==> src/rtl/gecko_load_return_if.sv <==
// gecko_load_return_if: shared payload types for the load-return stage and a
// generic valid/ready stream interface carrying an opaque payload of WIDTH bits.
// The stage uses three instances: memory commands, memory read data and
// register writeback operations.

package gecko_load_return_pkg;

  // Load funct3 encodings understood by the load-return stage.
  localparam logic [2:0] FUNCT3_LB  = 3'b000;
  localparam logic [2:0] FUNCT3_LH  = 3'b001;
  localparam logic [2:0] FUNCT3_LW  = 3'b010;
  localparam logic [2:0] FUNCT3_LBU = 3'b100;
  localparam logic [2:0] FUNCT3_LHU = 3'b101;

  // Load command issued by execute on its memory-command stream.
  typedef struct packed {
    logic [4:0] addr;          // destination register
    logic [2:0] op;            // load funct3
    logic [1:0] offset;        // byte offset within the memory word
    logic [3:0] reg_status;    // register scoreboard tag
    logic       jump_flag;
    logic       mispredicted;
  } gecko_mem_operation_t;

  // Register writeback operation handed to the writeback stage.
  typedef struct packed {
    logic [31:0] value;
    logic [4:0]  addr;
    logic [3:0]  reg_status;
    logic        jump_flag;
    logic        mispredicted;
  } gecko_operation_t;

endpackage

interface gecko_load_return_if #(
  parameter int WIDTH = 32
) ();
  logic             valid;
  logic             ready;
  logic [WIDTH-1:0] data;

  modport master (output valid, output data, input ready);
  modport slave  (input valid, input data, output ready);
endinterface

==> src/rtl/gecko_load_return.sv <==
// gecko_load_return: load-return stage of the gecko core.
// Queues load commands from execute, pairs each non-mispredicted command with
// the next in-order memory read response, extracts and extends the loaded
// data and presents it as a registered writeback operation. Mispredicted
// commands retire without consuming a response.
// Optional feature: define GECKO_LOAD_RETURN_ALIGN_CHECK_EN to zero misaligned
// LH/LHU/LW results and pulse load_error when they retire.

module gecko_load_return
  import gecko_load_return_pkg::*;
#(
  parameter     CLOCK_INFO  = 'b0,
  parameter int QUEUE_DEPTH = 4
) (
  input  logic                clk,
  input  logic                rst,
  gecko_load_return_if.slave  mem_command,
  gecko_load_return_if.slave  mem_result,
  gecko_load_return_if.master writeback_result,
  output logic                load_error
);

  localparam int PTR_W = $clog2(QUEUE_DEPTH);
  localparam int CNT_W = $clog2(QUEUE_DEPTH + 1);
  localparam logic [CNT_W-1:0] FULL_COUNT = CNT_W'(QUEUE_DEPTH);
  localparam logic [CNT_W-1:0] CNT_ONE    = CNT_W'(1);
  localparam logic [PTR_W-1:0] PTR_ONE    = PTR_W'(1);

  // The clock descriptor carries no information this stage acts on.
  logic unused_clock_info;
  assign unused_clock_info = |CLOCK_INFO;

  // ------------------------------------------------------------------
  // Data extraction: select byte/half by offset, then sign/zero extend.
  // ------------------------------------------------------------------
  function automatic logic [31:0] extract_load(input logic [2:0]  op,
                                               input logic [1:0]  offset,
                                               input logic [31:0] word);
    logic [7:0]  byte_sel;
    logic [15:0] half_sel;
    logic [31:0] result;
    case (offset)
      2'd0:    byte_sel = word[7:0];
      2'd1:    byte_sel = word[15:8];
      2'd2:    byte_sel = word[23:16];
      default: byte_sel = word[31:24];
    endcase
    half_sel = offset[1] ? word[31:16] : word[15:0];
    case (op)
      FUNCT3_LB:  result = {{24{byte_sel[7]}}, byte_sel};
      FUNCT3_LBU: result = {24'b0, byte_sel};
      FUNCT3_LH:  result = {{16{half_sel[15]}}, half_sel};
      FUNCT3_LHU: result = {16'b0, half_sel};
      FUNCT3_LW:  result = word;
      default:    result = '0;
    endcase
    return result;
  endfunction

`ifdef GECKO_LOAD_RETURN_ALIGN_CHECK_EN
  // Halfwords must sit on an even offset, words on offset 0.
  function automatic logic is_misaligned(input logic [2:0] op,
                                         input logic [1:0] offset);
    logic bad;
    case (op)
      FUNCT3_LH, FUNCT3_LHU: bad = offset[0];
      FUNCT3_LW:             bad = (offset != 2'd0);
      default:               bad = 1'b0;
    endcase
    return bad;
  endfunction
`endif

  // ------------------------------------------------------------------
  // State
  // ------------------------------------------------------------------
  gecko_mem_operation_t entries_q [QUEUE_DEPTH];
  gecko_mem_operation_t cmd_in;
  gecko_mem_operation_t head;

  logic [CNT_W-1:0] count_q, count_d;
  logic [PTR_W-1:0] wr_ptr_q, wr_ptr_d;
  logic [PTR_W-1:0] rd_ptr_q, rd_ptr_d;
  logic             wb_valid_q, wb_valid_d;
  gecko_operation_t wb_data_q, wb_data_d;

  logic             queue_full;
  logic             queue_empty;
  logic             slot_can_load;
  logic             push;
  logic             pop;
  logic             rsp_ready;
  gecko_operation_t retire_op;
  logic             retire_err;

  assign cmd_in = mem_command.data;

  // Handshake decisions: queue flags, head selection, push/pop and response ready.
  always_comb begin
    queue_full    = (count_q == FULL_COUNT);
    queue_empty   = (count_q == '0);
    head          = entries_q[rd_ptr_q];
    // The output slot accepts a new operation when empty or being drained now.
    slot_can_load = !wb_valid_q || writeback_result.ready;
    // Full blocks a push even if the head retires in the same cycle.
    push          = mem_command.valid && !queue_full;
    rsp_ready     = !queue_empty && !head.mispredicted && slot_can_load;
    pop           = !queue_empty && slot_can_load &&
                    (head.mispredicted || mem_result.valid);
  end

  // Build the writeback operation for the current head entry.
  always_comb begin
    retire_op              = '0;
    retire_op.addr         = head.addr;
    retire_op.reg_status   = head.reg_status;
    retire_op.jump_flag    = head.jump_flag;
    retire_op.mispredicted = head.mispredicted;
    retire_err             = 1'b0;
    if (!head.mispredicted) begin
`ifdef GECKO_LOAD_RETURN_ALIGN_CHECK_EN
      retire_err = is_misaligned(head.op, head.offset);
`endif
      retire_op.value = retire_err ? 32'h0
                                   : extract_load(head.op, head.offset, mem_result.data);
    end
  end

  // Next-state: pointers, occupancy and output slot.
  always_comb begin
    wr_ptr_d   = wr_ptr_q;
    rd_ptr_d   = rd_ptr_q;
    count_d    = count_q;
    wb_valid_d = wb_valid_q;
    wb_data_d  = wb_data_q;

    if (push) begin
      wr_ptr_d = wr_ptr_q + PTR_ONE;
    end
    if (pop) begin
      rd_ptr_d = rd_ptr_q + PTR_ONE;
    end

    case ({push, pop})
      2'b10:   count_d = count_q + CNT_ONE;
      2'b01:   count_d = count_q - CNT_ONE;
      default: count_d = count_q;
    endcase

    // Slot holds its payload while valid && !ready; otherwise it reloads or empties.
    if (pop) begin
      wb_valid_d = 1'b1;
      wb_data_d  = retire_op;
    end else if (slot_can_load) begin
      wb_valid_d = 1'b0;
    end
  end

  // Command storage: written on push; contents are don't-care while unoccupied.
  always_ff @(posedge clk) begin
    if (push) begin
      entries_q[wr_ptr_q] <= cmd_in;
    end
  end

  // Control and output-slot registers; reset discards anything in flight.
  always_ff @(posedge clk or negedge rst) begin
    if (!rst) begin
      count_q    <= '0;
      wr_ptr_q   <= '0;
      rd_ptr_q   <= '0;
      wb_valid_q <= 1'b0;
      wb_data_q  <= '0;
    end else begin
      count_q    <= count_d;
      wr_ptr_q   <= wr_ptr_d;
      rd_ptr_q   <= rd_ptr_d;
      wb_valid_q <= wb_valid_d;
      wb_data_q  <= wb_data_d;
    end
  end

`ifdef GECKO_LOAD_RETURN_ALIGN_CHECK_EN
  logic load_error_q, load_error_d;

  // Error flag rises with the offending writeback and lasts exactly one cycle.
  always_comb begin
    load_error_d = pop && retire_err;
  end

  // Error pulse register.
  always_ff @(posedge clk or negedge rst) begin
    if (!rst) begin
      load_error_q <= 1'b0;
    end else begin
      load_error_q <= load_error_d;
    end
  end

  assign load_error = load_error_q;
`else
  assign load_error = 1'b0;
`endif

  assign mem_command.ready      = !queue_full;
  assign mem_result.ready       = rsp_ready;
  assign writeback_result.valid = wb_valid_q;
  assign writeback_result.data  = wb_data_q;

endmodule

==> src/flat_wrapper.sv <==
// flat-port wrapper written by rule: the top's interface ports become plain ports
module gecko_load_return_flat import gecko_load_return_pkg::*;
#(
  parameter     CLOCK_INFO  = 'b0,
  parameter int QUEUE_DEPTH = 4
)
  (clk, rst, load_error, mem_command_valid, mem_command_data, mem_command_ready, mem_result_valid, mem_result_data, mem_result_ready, writeback_result_valid, writeback_result_data, writeback_result_ready);
  gecko_load_return_if #(.WIDTH($bits(gecko_mem_operation_t))) mem_command_i ();
  gecko_load_return_if #(.WIDTH(32)) mem_result_i ();
  gecko_load_return_if #(.WIDTH($bits(gecko_operation_t))) writeback_result_i ();
  input  logic clk;
  input  logic rst;
  output logic load_error;
  input wire logic [$bits(mem_command_i.valid)-1:0] mem_command_valid;
  input wire logic [$bits(mem_command_i.data)-1:0] mem_command_data;
  output wire logic [$bits(mem_command_i.ready)-1:0] mem_command_ready;
  input wire logic [$bits(mem_result_i.valid)-1:0] mem_result_valid;
  input wire logic [$bits(mem_result_i.data)-1:0] mem_result_data;
  output wire logic [$bits(mem_result_i.ready)-1:0] mem_result_ready;
  output wire logic [$bits(writeback_result_i.valid)-1:0] writeback_result_valid;
  output wire logic [$bits(writeback_result_i.data)-1:0] writeback_result_data;
  input wire logic [$bits(writeback_result_i.ready)-1:0] writeback_result_ready;
  assign mem_command_i.valid = mem_command_valid;
  assign mem_command_i.data = mem_command_data;
  assign mem_command_ready = mem_command_i.ready;
  assign mem_result_i.valid = mem_result_valid;
  assign mem_result_i.data = mem_result_data;
  assign mem_result_ready = mem_result_i.ready;
  assign writeback_result_valid = writeback_result_i.valid;
  assign writeback_result_data = writeback_result_i.data;
  assign writeback_result_i.ready = writeback_result_ready;
  gecko_load_return #(.CLOCK_INFO(CLOCK_INFO), .QUEUE_DEPTH(QUEUE_DEPTH)) u_core (.clk(clk), .rst(rst), .mem_command(mem_command_i), .mem_result(mem_result_i), .writeback_result(writeback_result_i), .load_error(load_error));
endmodule
==> config.mk <==
export PLATFORM = sky130hd
export DESIGN_NAME = gecko_load_return_flat
export DESIGN_NICKNAME = d
export VERILOG_FILES = /design/src/rtl/gecko_load_return_if.sv /design/src/rtl/gecko_load_return.sv /design/src/flat_wrapper.sv
export SDC_FILE = /design/constraint.sdc
export NUM_CORES = 1
export LEC_CHECK = 0
export CORE_ASPECT_RATIO = 0.9
export CORE_MARGIN = 4
export CORE_UTILIZATION = 55
export CTS_BUF_LIST = sky130_fd_sc_hd__clkbuf_16
export DETAILED_ROUTE_END_ITERATION = 10
export HOLD_SLACK_MARGIN = 0.03
export PLACE_DENSITY_LB_ADDON = 0.12
export SYNTH_ARGS = -nofsm -noshare
export SYNTH_HDL_FRONTEND = slang
export SYNTH_SLANG_ARGS = --single-unit
export TNS_END_PERCENT = 100
==> constraint.sdc <==
create_clock -name clk -period 6.87 [get_ports clk]
set_input_delay 1.374 -clock clk [delete_from_list [all_inputs] [get_ports clk]]
set_output_delay 1.374 -clock clk [all_outputs]
set_load 0.02 [all_outputs]
After elaboration in Yosys (flattened, before gate mapping)
Memory sizes are Yosys's and may differ from the RTL's.
Cells that the tools add are included.
{"block": "op_classes", "n_addsub": 4, "mul": 0, "div_mod_pow": 0, "n_lt_le_gt_ge": 0, "n_eq_ne": 9, "n_shift": 0, "mux": 9, "bitwise_logic": 0, "reduce_logical": 16}
{"cell": "32-bit one-hot mux with 5 select lines", "n": 1}
{"cell": "32-bit 2-to-1 mux", "n": 1}
{"cell": "8-bit one-hot mux with 3 select lines", "n": 1}
{"cell": "16-bit 2-to-1 mux", "n": 1}
{"cell": "3-bit equality test (second input constant)", "n": 3}
{"cell": "3-bit zero test", "n": 2}
{"cell": "3-bit one-hot mux with 2 select lines", "n": 1}
{"cell": "1-bit logical AND", "n": 5}
{"cell": "2-bit by 1-bit adder with 2-bit output (second input constant)", "n": 2}
{"cell": "2-bit by 1-bit equality test with 1-bit output (second input constant)", "n": 2}
{"cell": "2-bit equality test (second input constant)", "n": 2}
{"cell": "1-bit zero test", "n": 4}
{"cell": "1-bit 2-to-1 mux", "n": 4}
{"cell": "2-bit nonzero test", "n": 2}
{"cell": "3-bit by 1-bit adder with 3-bit output (second input constant)", "n": 1}
{"cell": "3-bit by 1-bit equality test with 1-bit output (second input constant)", "n": 1}
{"cell": "3-bit by 2-bit equality test with 1-bit output (second input constant)", "n": 1}
{"cell": "3-bit by 1-bit subtractor with 3-bit output (second input constant)", "n": 1}
{"cell": "2-bit zero test", "n": 1}
{"cell": "1-bit logical OR", "n": 2}
{"block": "totals", "regBits": 51, "latch_bits": 0, "ram_bits": 64, "romBits": 0, "out_inout_bits": 47, "elab_cells": 48, "n_memories": 1}
{"memory": "u_core.entries_q", "depth": 4, "width": 16, "read_ports": 1, "rd_ports_with_merged_regs": 0, "wr": 1, "line": "gecko_load_return.sv:77", "rtl": "gecko_mem_operation_t entries_q [QUEUE_DEPTH];"}

Depth between registers and ports, before layout
{"block": "logic_depth", "word_depth": 6, "depth_mapped": 11, "ltp_nobuf": 10}

Worst setup path after synthesis
No wires, ideal clock.
{"block": "synth_path", "path_kind": "input to register", "start": "in writeback_result_ready", "end": "reg u_core.count_q[2]", "setup_ns": 0.079, "arrival_ns": 3.367, "required_ns": 6.791, "setup_slack_ns": 3.424, "stages": 11, "cell_sequence": "inv_1 > a21oi_1 > o21ai_1 > inv_1 > buf_1 > ha_1 > inv_1 > fa_1 > xor2_1 > nor2_1 > xor2_1"}
{"block": "synth_between", "elab_chain_cells": 5}
{"item": "start, declared", "line": "flat_wrapper.sv:22", "rtl": "input wire logic [$bits(writeback_result_i.ready)-1:0] writeback_result_ready;"}
{"item": "1-bit logical OR *", "line": "gecko_load_return.sv:104", "rtl": "slot_can_load = !wb_valid_q || writeback_result.ready;"}
{"item": "1-bit logical AND * (2 in a row)", "line": "gecko_load_return.sv:108", "rtl": "pop = !queue_empty && slot_can_load &&"}
{"item": "named net u_core.pop", "line": "gecko_load_return.sv:91", "rtl": "logic pop;"}
{"item": "2-bit by 1-bit equality test with 1-bit output / 2-bit equality test (equally long branches)", "line": "gecko_load_return.sv:144", "rtl": "case ({push, pop})"}
{"item": "3-bit one-hot mux with 2 select lines / 2-bit nonzero test (equally long branches)"}
{"item": "end signal, assigned", "line": "gecko_load_return.sv:175", "rtl": "count_q <= count_d;"}
{"item": "end, declared", "line": "gecko_load_return.sv:81", "rtl": "logic [CNT_W-1:0] count_q, count_d;"}
Mark *: on every way through the listed nets, which the timed path passes. The rest lies on a longest branch.
A chain may end at the register's enable or synchronous reset.

Worst setup path in the final report
{"block": "layout_path", "start": "in writeback_result_ready", "end": "out mem_result_ready"}
{"block": "layout_between", "elab_chain_cells": 2}
{"item": "1-bit logical OR", "line": "gecko_load_return.sv:104"}
{"item": "1-bit logical AND", "line": "gecko_load_return.sv:107", "rtl": "rsp_ready = !queue_empty && !head.mispredicted && slot_can_load;"}
{"item": "end, declared", "line": "flat_wrapper.sv:19", "rtl": "output wire logic [$bits(mem_result_i.ready)-1:0] mem_result_ready;"}
Every way passes these cells.

==> summary.md <==
| Metric | Value |
|---|---|
| Crit share post-route | `63.6%` |
| Hold depth | `1` |
| Antenna-violating nets left | `0` |
| Mux share of post-synthesis cell area | `a little over an eighth` |
| Worst-Margin Slew | `1180 ps` |
| Worst r2r src | `u_core.rd_ptr_q[1]` |
| Combinational power share | `approximately 39%` |
| Ranking of synthesized cells by area | `edfxtp_1 (39%), dfrtp_1 (26%), mux4_2 (7.3%)` |
| Number of instances resized during post-cts repair | `0` |
| H-Tree Depth | `4` |
| Routed via count | `3279` |
| Final wirelength | `12.0 mm` |
| Drt via density | `6.01` |
| Fin crit period | `around 4400 ps` |
| Worst r2r dst | `u_core.count_q[2]` |
| Final Total Pwr | `between 3 and 4 mW` |
| Vias in the first global route | `between 3000 and 4000` |
| CP arrival | `approximately 3000 ps` |
| Longest Clk Path Bufs | `2` |
| Initial core utilization | `57.1%` |
| Post-synthesis compound-gate area fraction | `a little over a tenth` |
| Slew margin rel. | `between 20 and 25%` |
| Gate Count Post-Synth | `315` |
| Congestion Overflow GR | `0` |
| Largest family of logic cells by synthesized area | `multiplexers` |
| Crit path max fanout | `5` |
| First-pass detailed-route iteration total | `5` |
| P&R area growth vs syn | `34.0%` |
| Core area | `between 8000 and 9000 um2` |
| CTS sink count | `roughly 120` |
| Hold EP | `u_core.writeback_result.data[0]` |
| Crit Path Class | `in -> out` |
| DP HPWL | `7.26 mm` |
| Cell Area, Synth | `4960 um2` |
| Worst Setup End Kind | `output port` |
| # rows | `32` |
| Synth Area in Simple Gates | `4.99%` |
| Syn_nets | `approximately 370` |
| Clk_skew | `16.3 ps` |
| Hold Path Class | `reg -> reg` |
| Max VDD drop | `0.400 mV` |
| Clock network power share | `about 29%` |
| Avg WL per Cell | `around 22 um` |
| PD cells | `between 500 and 600 nW/um2` |
| Share of layout cells above drive strength 1 | `16.9%` |
| Die Wd | `between 100 and 150 um` |
| Synth Area in Adders | `under 10%` |
| Status | `finished, final reports clean` |
| Psw | `about 1.1 mW` |
| Data required, critical path | `between 5000 and 6000 ps` |
| Yosys cell types | `39` |
| Slowest CP cell | `clkdlybuf4s50_1` |
| Cell count of the worst reg-to-reg path | `10` |
| Antenna violations before repair | `0` |
| GRT Total Usage | `23.5%` |
| WP buf/inv | `3` |
| Die area | `around 11000 um2` |
| I/O Buffers | `98` |
| Critical path launch point type | `primary input` |
| Fmax | `229 MHz` |
| Max cap viols | `0` |
| Most used cell, CP | `clkdlybuf4s50_1` |
| Mean Syn Cell Area | `around 16 um2` |
| Leak pwr | `around 2.6 nW` |
| First-pass GRT wire length | `roughly 19 mm` |
| Internal power | `roughly 2.2 mW` |
| RSZ-0062 raised after global routing | `false` |
| First DRT Iteration DRCs | `262` |
| I/O pin count | `100` |
| Num CTS Buffers | `17` |
| Yosys Warn Count | `0` |
| Die height | `98.1 um` |
| Crit path max-delay family | `buffers and inverters` |
| Synthesized flop and latch total | `about 120` |
| Fillers | `about 540` |
| Ant diodes | `0` |
| Sequential Power Share | `~32%` |
| CTS Hold Bufs | `0` |
| Yosys top cell area share | `around two fifths` |
| Switching Fraction | `33.7%` |
| Fin. Hold Viols | `0` |
| Final setup fails | `0` |
| Xor and xnor area share after synthesis | `around 1.1%` |
| Fin. max-slew vios | `0` |
| Clk root buf | `clkbuf_16` |
| GP Congestion | `between 0.8 and 0.9` |
| Worst Hold Launch | `u_core.writeback_result.data[0]` |
| CP peak stage delay | `roughly 600 ps` |
| R2r setup slk | `around 3500 ps` |
| Cell taking the most area after synthesis | `edfxtp_1` |
| Largest net degree at the start of global routing | `between 50 and 60` |
| Drt drc | `0` |
| Worst-Skew Late Latency | `between 400 and 500 ps` |
| Setup bufs post-CTS | `0` |
| Reg clk slew, reported paths | `around 60 ps` |
| TritonCTS clock tree | `built` |
| Cells along the critical path | `clkdlybuf4s50_1, inv_1, a21oi_1, nor2b_1, clkdlybuf4s50_1` |
| Nets | `473` |
| Sequential-to-total area share from yosys stat | `~64%` |
| Total negative setup slack | `0 ps` |
## sequential cells by signal (all words and copies together) (netlist names)
register and cells:
u_core.count_q 3, u_core.rd_ptr_q 2, u_core.writeback_result.data 43, u_core.writeback_result.valid 1
u_core.entries_q 64, u_core.wr_ptr_q 2
## layout by cell type (no fill, tap or decap), drive strengths merged, types with 8 or more instances in the layout
cell type	instances
nand2	19
a22oi	9
edfxtp	64
clkbuf	17
a222oi	9
inv	13
o21ai	9
mux2i	11
mux4	17
a221o	23
a22o	8
mux2	16
and2	8
clkdlybuf4s50	97
dfrtp	51
## worst max path at each step
stage	start	to	slack [ps]	cells past startpoint
finish	writeback_result_ready	mem_result_ready	2500	5
global route	writeback_result_ready	mem_result_ready	2390	5
CTS	writeback_result_ready	mem_result_ready	2500	5
detailed placement	writeback_result_ready	mem_result_ready	2510	5
global placement	writeback_result_ready	mem_result_ready	2530	5
floorplan	writeback_result_ready	u_core.count_q[2]	3420	11
## cell usage after synthesis (all sizes together)
library cell,number
edfxtp,64
dfrtp,51
a221o,23
nand2,19
mux4,17
mux2,16
buf,12
mux2i,11
inv,10
a222oi,9
a22oi,9
clkbuf,9
o21ai,9
a22o,8
and2,8
and3,5
ha,5
nor2,5
xnor2,4
a21oi,3
a21o,2
nand2b,2
nor2b,2
or2,2
xor2,2
a211oi,1
and4bb,1
conb,1
fa,1
nand3,1
nand3b,1
nor3,1
or3b,1
## final cells by class
type / instances / area [um2] / area share, %
inverter: 10 / 37.5 / 0.565
sequential: 115 / 3200 / 48.1
timing repair buffer: 101 / 998 / 15.0
multi-input combinational: 169 / 1610 / 24.2
tap: 119 / 149 / 2.24
clock buffer: 17 / 425 / 6.40
clock inverter: 15 / 226 / 3.41
## layer usage
metal | wire length (um) | global-route usage, % | part of all wire (%) | up-vias
met5 | 0 | 0 | 0 | -
met4 | 333 | 9.51 | 2.8 | 0
li1 | - | - | - | 1449
met1 | 4720 | 29.3 | 39 | 1639
met3 | 919 | 6.81 | 7.6 | 29
met2 | 6050 | 38.7 | 50 | 162
## kinds of logic (layout without fill, tap and decap cells)
family,Yosys count,in the layout
muxes,44,44
AOI/OAI and AO/OA,64,64
xor gates and xnor gates,6,6
and+or+nand+nor,48,48
DFF,115,115
adders and majority gates,6,6
other,1,1
buffers and inverters,31,143
## power by group through the flow
stage	clock, mW	sequential (mW)	combinational [mW]
after floorplan	0	1.17	0.744
after detailed placement	0	1.08	1.28
after CTS	0.972	1.08	1.30
after global placement	0	1.07	1.24
final	0.964	1.08	1.29
after global routing	1.01	1.10	1.39
## stage by stage
| step | setup slack, ps | util (%) | cell area, um2 | std cells | hold WS [ps] |
|---|---|---|---|---|---|
| 4_1_cts | 2500 | 76.5 | 6650 | 546 | 502 |
| 5_1_grt | 2390 | 76.5 | 6650 | 546 | 520 |
| 6_report | 2500 | 76.5 | 6650 | 546 | 498 |
| 3_5_place_dp | 2510 | 69.0 | 5990 | 514 | 489 |
| 3_3_place_gp | 2530 | 69.0 | 5990 | 514 | 481 |
| 2_1_floorplan | 3420 | - | 4960 | 315 | 464 |
Note: power is estimated with default switching activity, not from simulation.
